--- src/rtl/iter_muldiv.sv ---
// Iterative unsigned multiplier (radix-2 shift-add) / divider (restoring), one operand bit per cycle.
// Fixed latency with a start/busy/done handshake; results hold until the next completion.
module iter_muldiv #(
  parameter int WIDTH = 8
) (
  input  logic             clk,
  input  logic             reset,
  input  logic             start,
  input  logic             mode,
  input  logic [WIDTH-1:0] a,
  input  logic [WIDTH-1:0] b,
  output logic             busy,
  output logic             done,
  output logic [WIDTH-1:0] result_hi,
  output logic [WIDTH-1:0] result_lo,
  output logic             div_by_zero
);

  localparam int CW = $clog2(WIDTH + 1);

  typedef enum logic [1:0] {IDLE, RUN, DONE} state_t;

  state_t           state, state_nx;
  logic [CW-1:0]    cnt;
  logic             mode_q;
  logic [WIDTH-1:0] opnd;
  logic [WIDTH-1:0] acc_hi, acc_lo;
  logic [WIDTH:0]   mul_sum, div_sh, div_diff;
  logic [WIDTH-1:0] hi_nx, lo_nx;
  logic             last_iter;
  logic             start_dbz;

  assign last_iter = (cnt == CW'(1));
  assign start_dbz = mode && (b == '0);

  // opnd holds the multiplicand (multiply) or divisor (divide); acc_lo starts as multiplier or dividend
  always_comb begin
    mul_sum  = {1'b0, acc_hi} + (acc_lo[0] ? {1'b0, opnd} : '0);
    div_sh   = {acc_hi, acc_lo[WIDTH-1]};
    div_diff = div_sh - {1'b0, opnd};
    if (mode_q) begin
      hi_nx = div_diff[WIDTH] ? div_sh[WIDTH-1:0] : div_diff[WIDTH-1:0];
      lo_nx = {acc_lo[WIDTH-2:0], ~div_diff[WIDTH]};
    end else begin
      hi_nx = mul_sum[WIDTH:1];
      lo_nx = {mul_sum[0], acc_lo[WIDTH-1:1]};
    end
  end

  always_ff @(posedge clk or posedge reset) begin
    if (reset) state <= IDLE;
    else       state <= state_nx;
  end

  always_comb begin
    state_nx = state;
    busy     = 1'b1;
    done     = 1'b0;
    case (state)
      IDLE: begin
        busy = 1'b0;
        if (start) state_nx = start_dbz ? DONE : RUN;
      end
      RUN:  if (last_iter) state_nx = DONE;
      DONE: begin
        done     = 1'b1;
        state_nx = IDLE;
      end
      default: state_nx = IDLE;
    endcase
  end

  always_ff @(posedge clk or posedge reset) begin
    if (reset) begin
      cnt         <= '0;
      mode_q      <= 1'b0;
      opnd        <= '0;
      acc_hi      <= '0;
      acc_lo      <= '0;
      result_hi   <= '0;
      result_lo   <= '0;
      div_by_zero <= 1'b0;
    end else begin
      case (state)
        IDLE: begin
          if (start) begin
            mode_q <= mode;
            cnt    <= CW'(WIDTH);
            acc_hi <= '0;
            opnd   <= mode ? b : a;
            acc_lo <= mode ? a : b;
            if (start_dbz) begin
              cnt         <= '0;
              result_hi   <= a;
              result_lo   <= '1;
              div_by_zero <= 1'b1;
            end
          end
        end
        RUN: begin
          acc_hi <= hi_nx;
          acc_lo <= lo_nx;
          cnt    <= cnt - CW'(1);
          // results are published on the edge that enters DONE
          if (last_iter) begin
            result_hi   <= hi_nx;
            result_lo   <= lo_nx;
            div_by_zero <= 1'b0;
          end
        end
        default: ;
      endcase
    end
  end

endmodule

--- config.mk ---
export PLATFORM = sky130hd
export DESIGN_NAME = iter_muldiv
export DESIGN_NICKNAME = d
export VERILOG_FILES = /design/src/rtl/iter_muldiv.sv
export SDC_FILE = /design/constraint.sdc
export NUM_CORES = 1
export LEC_CHECK = 0
export ABC_AREA = 1
export CAP_MARGIN = 20
export CORE_ASPECT_RATIO = 1.1
export CORE_UTILIZATION = 30
export CTS_BUF_LIST = sky130_fd_sc_hd__clkbuf_4
export DETAILED_ROUTE_END_ITERATION = 7
export SETUP_SLACK_MARGIN = 0.15
export SYNTH_ARGS = -nofsm -noshare
export SYNTH_HDL_FRONTEND = slang
export SYNTH_SLANG_ARGS = --single-unit
--- constraint.sdc ---
create_clock -name clk -period 3.25 [get_ports clk]
set_input_delay 0.65 -clock clk [delete_from_list [all_inputs] [get_ports clk]]
set_output_delay 0.65 -clock clk [all_outputs]
set_load 0.05 [all_outputs]
==> results.json, run 1 <==
{
  "final_min_period_over_clock_period": 0.736,
  "worst_slew_pin_slew_ns": 0.928,
  "worstHoldEndpoint": "result_lo[0]",
  "h-tree-depth": 2,
  "grt.total_usage": 0.166,
  "hold_viol": 0,
  "insertedDiodeCount": 0,
  "critical_path_buf_inv_count": 2,
  "synth_seq_cells": 48,
  "final_layout_size_suffix_gt1_frac": 0.0628,
  "top_level_ports": 39,
  "worstSkewPairLatency_ns": 0.36,
  "netlist-cell-type-count": 40,
  "timing_max_transition_violations_final": 0,
  "hp-class": "reg2reg",
  "required_ns": 3.50,
  "critical-path-max-stage-delay_ns": 0.40,
  "antenna_found_initial": 0,
  "cts_root_buf": "sky130_fd_sc_hd__clkbuf_4",
  "fp.dieArea_um2": 11500,
  "sum_of_routed_wire_length_over_all_layers_um": 8890,
  "grt_setup_unrepaired": "false",
  "ys.warnings.count": 0,
  "synth-xor-area-share": 0.0105,
  "drv_cap": 0,
  "cts_buffers": 5,
  "synth_area_um2": 3330,
  "start_util": 0.314,
  "synthArstFlopShare": 1.00,
  "area_delta_synth_final_pct": 16.5,
  "synthesis.area_per_instance_um2": 7.25,
  "core_area_um2": 10600,
  "post-cts-setup-buffer-count": 0,
  "synth_adder_area_share": 0.0797,
  "slew-limit-headroom": 0.381,
  "worstReg2RegEnd": "result_lo[0]",
  "post_synthesis_simple_gate_area_fraction": 0.271,
  "final.hold.worst_slack_ns": 0.501,
  "synth_enable_flop_cells": 0,
  "clock_tree_skew_after_final_layout_ns": 0.0188,
  "place_hpwl_um": 6870,
  "tns_ns": 0,
  "cts.path.max_buffers": 2,
  "detailedRoute.firstIterationViolations": 142,
  "via_count_of_the_first_global_routing_pass": 2995,
  "critical_path.reg2reg.startpoint": "acc_lo[7]",
  "placementRows": 39,
  "cts.hold.buffers_added": 0,
  "yosysTopAreaCellShare": 0.361,
  "timing.critical_path.to_type": "flip-flop",
  "main_combinational_cell_family_by_area_after_synthesis": "simple AND/OR/NAND/NOR gates",
  "tritoncts_num_sinks": 48,
  "timing.hold.worst.start": "result_lo[0]",
  "grt_remaining_overflow": 0,
  "detail_route.first_pass.iterations": 4,
  "critPathSlowestCell": "sky130_fd_sc_hd__dfrtp_1",
  "synth.mux.area_fraction": 0.00301,
  "syn-instance-count": 459,
  "finish.net_count": 534,
  "timing.reg2reg.setup_slack_ns": 0.86,
  "path_clk_slew_ns": 0.14,
  "tritoncts": "done",
  "pin_count_of_the_biggest_net_entering_global_routing": 28,
  "path_cells": "inv_1, ha_1, inv_1, fa_1, nand2_1, nand2_2, nand3_4, nand2_4, nand2_4, nand2_4, nand2_1, o21ai_0, o21ai_0, nand2_1",
  "synth_nets": 499,
  "crit_fanout": 11,
  "worstRegToRegCells": 14,
  "layout.cells.non_filler": 637,
  "synth_largest_area_cell": "sky130_fd_sc_hd__dfrtp_1",
  "worst-setup-path-type": "reg2reg",
  "largest_cells_by_area_after_synthesis": "sky130_fd_sc_hd__dfrtp_1 36%, sky130_fd_sc_hd__nand2_1 15%, sky130_fd_sc_hd__inv_1 7.7%",
  "numPortBuffers": 38,
  "via_count": 3078,
  "worst_path_dominant_cell_family": "simple AND/OR/NAND/NOR gates",
  "outcome": "finished clean",
  "fillCellCount": 1115,
  "route.detailed.drc": 0,
  "dieHeight_um": 112,
  "compound_cell_area_share_of_the_yosys_netlist": 0.165,
  "crit_arrival_ns": 2.65,
  "yosys.cell_count.top_type": "sky130_fd_sc_hd__nand2_1",
  "die_w_um": 102,
  "global_route_wire_length_before_repair_um": 14800,
  "worst_hold_path.num_cells": 2,
  "achievable-frequency_mhz": 418,
  "drt_antenna_net_count": 0,
  "min_clock_period_post_route_ns": 2.39,
  "postCtsResizedCells": 0,
  "startpoint_type": "flip-flop",
  "post_synth_most_frequent_cells": "132 x sky130_fd_sc_hd__nand2_1, 68 x sky130_fd_sc_hd__inv_1, 48 x sky130_fd_sc_hd__dfrtp_1, 35 x sky130_fd_sc_hd__o21ai_0, 30 x sky130_fd_sc_hd__nand3_1",
  "avgRoutedWirePerCell_um": 13.9,
  "gp_congestion": 0.835,
  "primary_flip_flop_cell_chosen_by_synthesis_mapping": "sky130_fd_sc_hd__dfrtp_1",
  "sequential_share_of_the_synthesized_area": 0.361,
  "setup_viol": 0,
  "numPlacedInstances": 630,
  "dr_vias_cell": 4.83
}
## stage by stage
stage               setup slack (ns)  area (um^2)  utilization
global route                   0.628         3880        0.366
CTS                            0.845         3880        0.366
detailed placement             0.779         3830        0.362
floorplan                       1.22         3330            -
finish                         0.858         3880        0.366
global placement               0.833         3830        0.362
## worst min-delay path, delay by kind of cell (launching register included)
kind,cells,cell delay [ns]
simple gates,2,0.11
flops,1,0.37
## area by class of cell
class,count,area [um^2],share of cell area
flip-flops and latches,48,1200,0.310
inverters,71,267,0.0687
clock buffers,5,37.5,0.00968
repair buffers,44,425,0.110
clock inverters,2,7.51,0.00194
well taps,143,179,0.0461
multi-input cells,324,1760,0.454
## kinds of logic (layout without fill, tap and decap cells)
group	count (synthesis)	count (layout)
xor gates and xnor gates	4	4
DFF	48	48
adders and majority gates	20	20
and+or+nand+nor	205	205
muxes	1	1
buffers and inverters	87	122
AOI/OAI and AO/OA	94	94
## layer usage
metal  track usage  vias up  share of wire
met3        0.0249       23          0.044
met2         0.264       89           0.47
met1         0.226     1418           0.46
met4        0.0581        0          0.027
li1              -     1548              -
met5             0        -              0
## cells in the final DEF, fill, tap and decap left out, types with 5 or more instances in the layout
cell type / n
sky130_fd_sc_hd__clkdlybuf4s50_1: 38
sky130_fd_sc_hd__a31oi_1: 5
sky130_fd_sc_hd__dfrtp_1: 48
sky130_fd_sc_hd__buf_4: 6
sky130_fd_sc_hd__inv_1: 67
sky130_fd_sc_hd__o21ai_0: 35
sky130_fd_sc_hd__nand3_1: 30
sky130_fd_sc_hd__a21oi_1: 28
sky130_fd_sc_hd__ha_1: 18
sky130_fd_sc_hd__nor2_1: 25
sky130_fd_sc_hd__o211ai_1: 7
sky130_fd_sc_hd__clkbuf_4: 5
sky130_fd_sc_hd__a211oi_1: 6
sky130_fd_sc_hd__nand2_1: 132
## sequential cells by signal, indices dropped and copies added (netlist names)
register	cells
opnd	8
result_hi	8
acc_hi	8
div_by_zero	1
cnt	4
mode_q	1
result_lo	8
acc_lo	8
state	2
## worst max path at each step
| stage | startpoint | endpoint | slack (ns) | cells after the start |
|---|---|---|---|---|
| global placement | b[6] | result_hi[1] | 0.83 | 11 |
| floorplan | acc_lo[7] | result_hi[0] | 1.22 | 15 |
| finish | acc_lo[7] | result_lo[0] | 0.86 | 14 |
| global route | acc_lo[7] | acc_lo[0] | 0.63 | 14 |
| CTS | acc_lo[7] | result_lo[0] | 0.85 | 14 |
| detailed placement | b[6] | result_hi[1] | 0.78 | 11 |
Power of run 1 is not shown: default switching activity piles up to over one toggle a cycle in this logic, so the estimate is an artifact.
==> run 2: changes to the inputs <==
Clock period 3.25 ns to 2.4 ns, I/O delays scaled along.
==> run 2 against run 1 <==
Utilization is 1.0 points higher. Setup slack worse by 0.53 ns. Hold slack worse by 0.053 ns. Largest cell class unchanged.
==> results.json, run 2 (synthesis results as in run 1) <==
{
  "grt_remaining_overflow": 0,
  "cts.path.max_buffers": 2,
  "crit_fanout": 8,
  "required_ns": 2.70,
  "critPathSlowestCell": "sky130_fd_sc_hd__dfrtp_1",
  "fp.dieArea_um2": 11500,
  "start_util": 0.314,
  "worstSkewPairLatency_ns": 0.37,
  "detailedRoute.firstIterationViolations": 198,
  "layout.cells.most_common": "sky130_fd_sc_hd__nand2_1",
  "cts_root_buf": "sky130_fd_sc_hd__clkbuf_4",
  "path_common_cell": "sky130_fd_sc_hd__nand2_4",
  "detail_route.first_pass.iterations": 5,
  "worst_slew_pin_slew_ns": 0.560,
  "die_w_um": 102,
  "cts.hold.buffers_added": 0,
  "startpoint_type": "flip-flop",
  "tritoncts_num_sinks": 48,
  "hp-class": "in2async",
  "clock_tree_skew_after_final_layout_ns": 0.0152,
  "outcome": "finished clean",
  "slew-limit-headroom": 0.626,
  "final_min_period_over_clock_period": 0.862,
  "placementRows": 39,
  "insertedDiodeCount": 0,
  "core_area_um2": 10600,
  "tns_ns": 0,
  "finish.net_count": 541,
  "via_count": 3101,
  "route.detailed.drc": 0,
  "numPortBuffers": 38,
  "achievable-frequency_mhz": 483,
  "pin_count_of_the_biggest_net_entering_global_routing": 49,
  "avgRoutedWirePerCell_um": 14.2,
  "drv_cap": 0,
  "area_delta_synth_final_pct": 19.7,
  "drt_antenna_net_count": 0,
  "antenna_found_initial": 0,
  "place_hpwl_um": 6910,
  "hold_viol": 0,
  "path_clk_slew_ns": 0.15,
  "critical_path.reg2reg.startpoint": "acc_lo[7]",
  "worstReg2RegEnd": "result_hi[1]",
  "most_used_cells_in_the_layout_excluding_fill_and_tap_cells": "131 x sky130_fd_sc_hd__nand2_1, 65 x sky130_fd_sc_hd__inv_1, 47 x sky130_fd_sc_hd__dfrtp_1",
  "timing.reg2reg.setup_slack_ns": 0.33,
  "grt.total_usage": 0.173,
  "setup_viol": 0,
  "global_route_wire_length_before_repair_um": 15700,
  "h-tree-depth": 2,
  "path_cells": "inv_2, ha_1, inv_2, fa_2, nand2_2, nand2_4, nand3_4, nand2_4, nand2_8, nand2_4, o211ai_1, nand2_1, o21bai_2",
  "grt_setup_unrepaired": "false",
  "worst-setup-path-type": "reg2reg",
  "critical-path-max-stage-delay_ns": 0.41,
  "min_clock_period_post_route_ns": 2.07,
  "sum_of_routed_wire_length_over_all_layers_um": 9160,
  "top_level_ports": 39,
  "dieHeight_um": 112,
  "timing.critical_path.to_type": "flip-flop",
  "crit_arrival_ns": 2.37,
  "tritoncts": "done",
  "final_layout_size_suffix_gt1_frac": 0.0898,
  "timing_max_transition_violations_final": 0,
  "cts_buffers": 5,
  "via_count_of_the_first_global_routing_pass": 3212,
  "dr_vias_cell": 4.82,
  "gp_congestion": 0.842,
  "worstRegToRegCells": 13
}
[run 2: layer usage]
metal | routed length [um] | track usage
met5 | 0 | 0
met1 | 4320 | 0.233
met4 | 106 | 0.0476
met2 | 4450 | 0.291
met3 | 293 | 0.0193
[run 2: layout make-up]
cell class	instances	area, um^2
repair buffers	50	488
multi-input cells	325	1800
well taps	143	179
inverters	71	267
clock inverters	2	12.5
fillers	1134	6600
clock buffers	5	37.5
flip-flops and latches	48	1200
[run 2: timing repair]
item	4_1_cts	5_1_grt
gates resized for setup	1	11
setup buffers	0	1
gates cloned	0	1
setup endpoints to repair	1	20
pin swaps	0	3
[run 2: critical path, delay by kind of cell (launching register included)]
kind | cells | cell delay [ns]
AOI/OAI and AO/OA | 2 | 0.31
adders and majority gates | 2 | 0.49
buffers and inverters | 2 | 0.13
DFF | 1 | 0.41
and+or+nand+nor | 7 | 0.67
[run 2: worst max-delay path by stage]
| stage | startpoint | slack [ns] | to |
|---|---|---|---|
| 2_1_floorplan | acc_lo[7] | 0.37 | result_hi[0] |
| 3_3_place_gp | acc_lo[7] | 0.21 | result_lo[0] |
| 3_5_place_dp | acc_lo[7] | 0.17 | result_lo[0] |
| 4_1_cts | acc_lo[7] | 0.16 | result_hi[1] |
| 5_1_grt | acc_lo[7] | 0.14 | acc_hi[0] |
| 6_report | acc_lo[7] | 0.33 | result_hi[1] |
[run 2: per-stage QoR]
| stage | worst slack (ns) | hold slack (ns) | cells | area, um^2 | util |
|---|---|---|---|---|---|
| 6_report | 0.330 | 0.448 | 644 | 3990 | 0.376 |
| 5_1_grt | 0.142 | 0.497 | 644 | 3990 | 0.376 |
| 4_1_cts | 0.158 | 0.461 | 642 | 3940 | 0.372 |
| 3_5_place_dp | 0.171 | 0.465 | 635 | 3880 | 0.367 |
| 3_3_place_gp | 0.215 | 0.467 | 635 | 3880 | 0.367 |
| 2_1_floorplan | 0.370 | 0.462 | 459 | 3330 | - |
Power of run 2 is left out for the same reason.
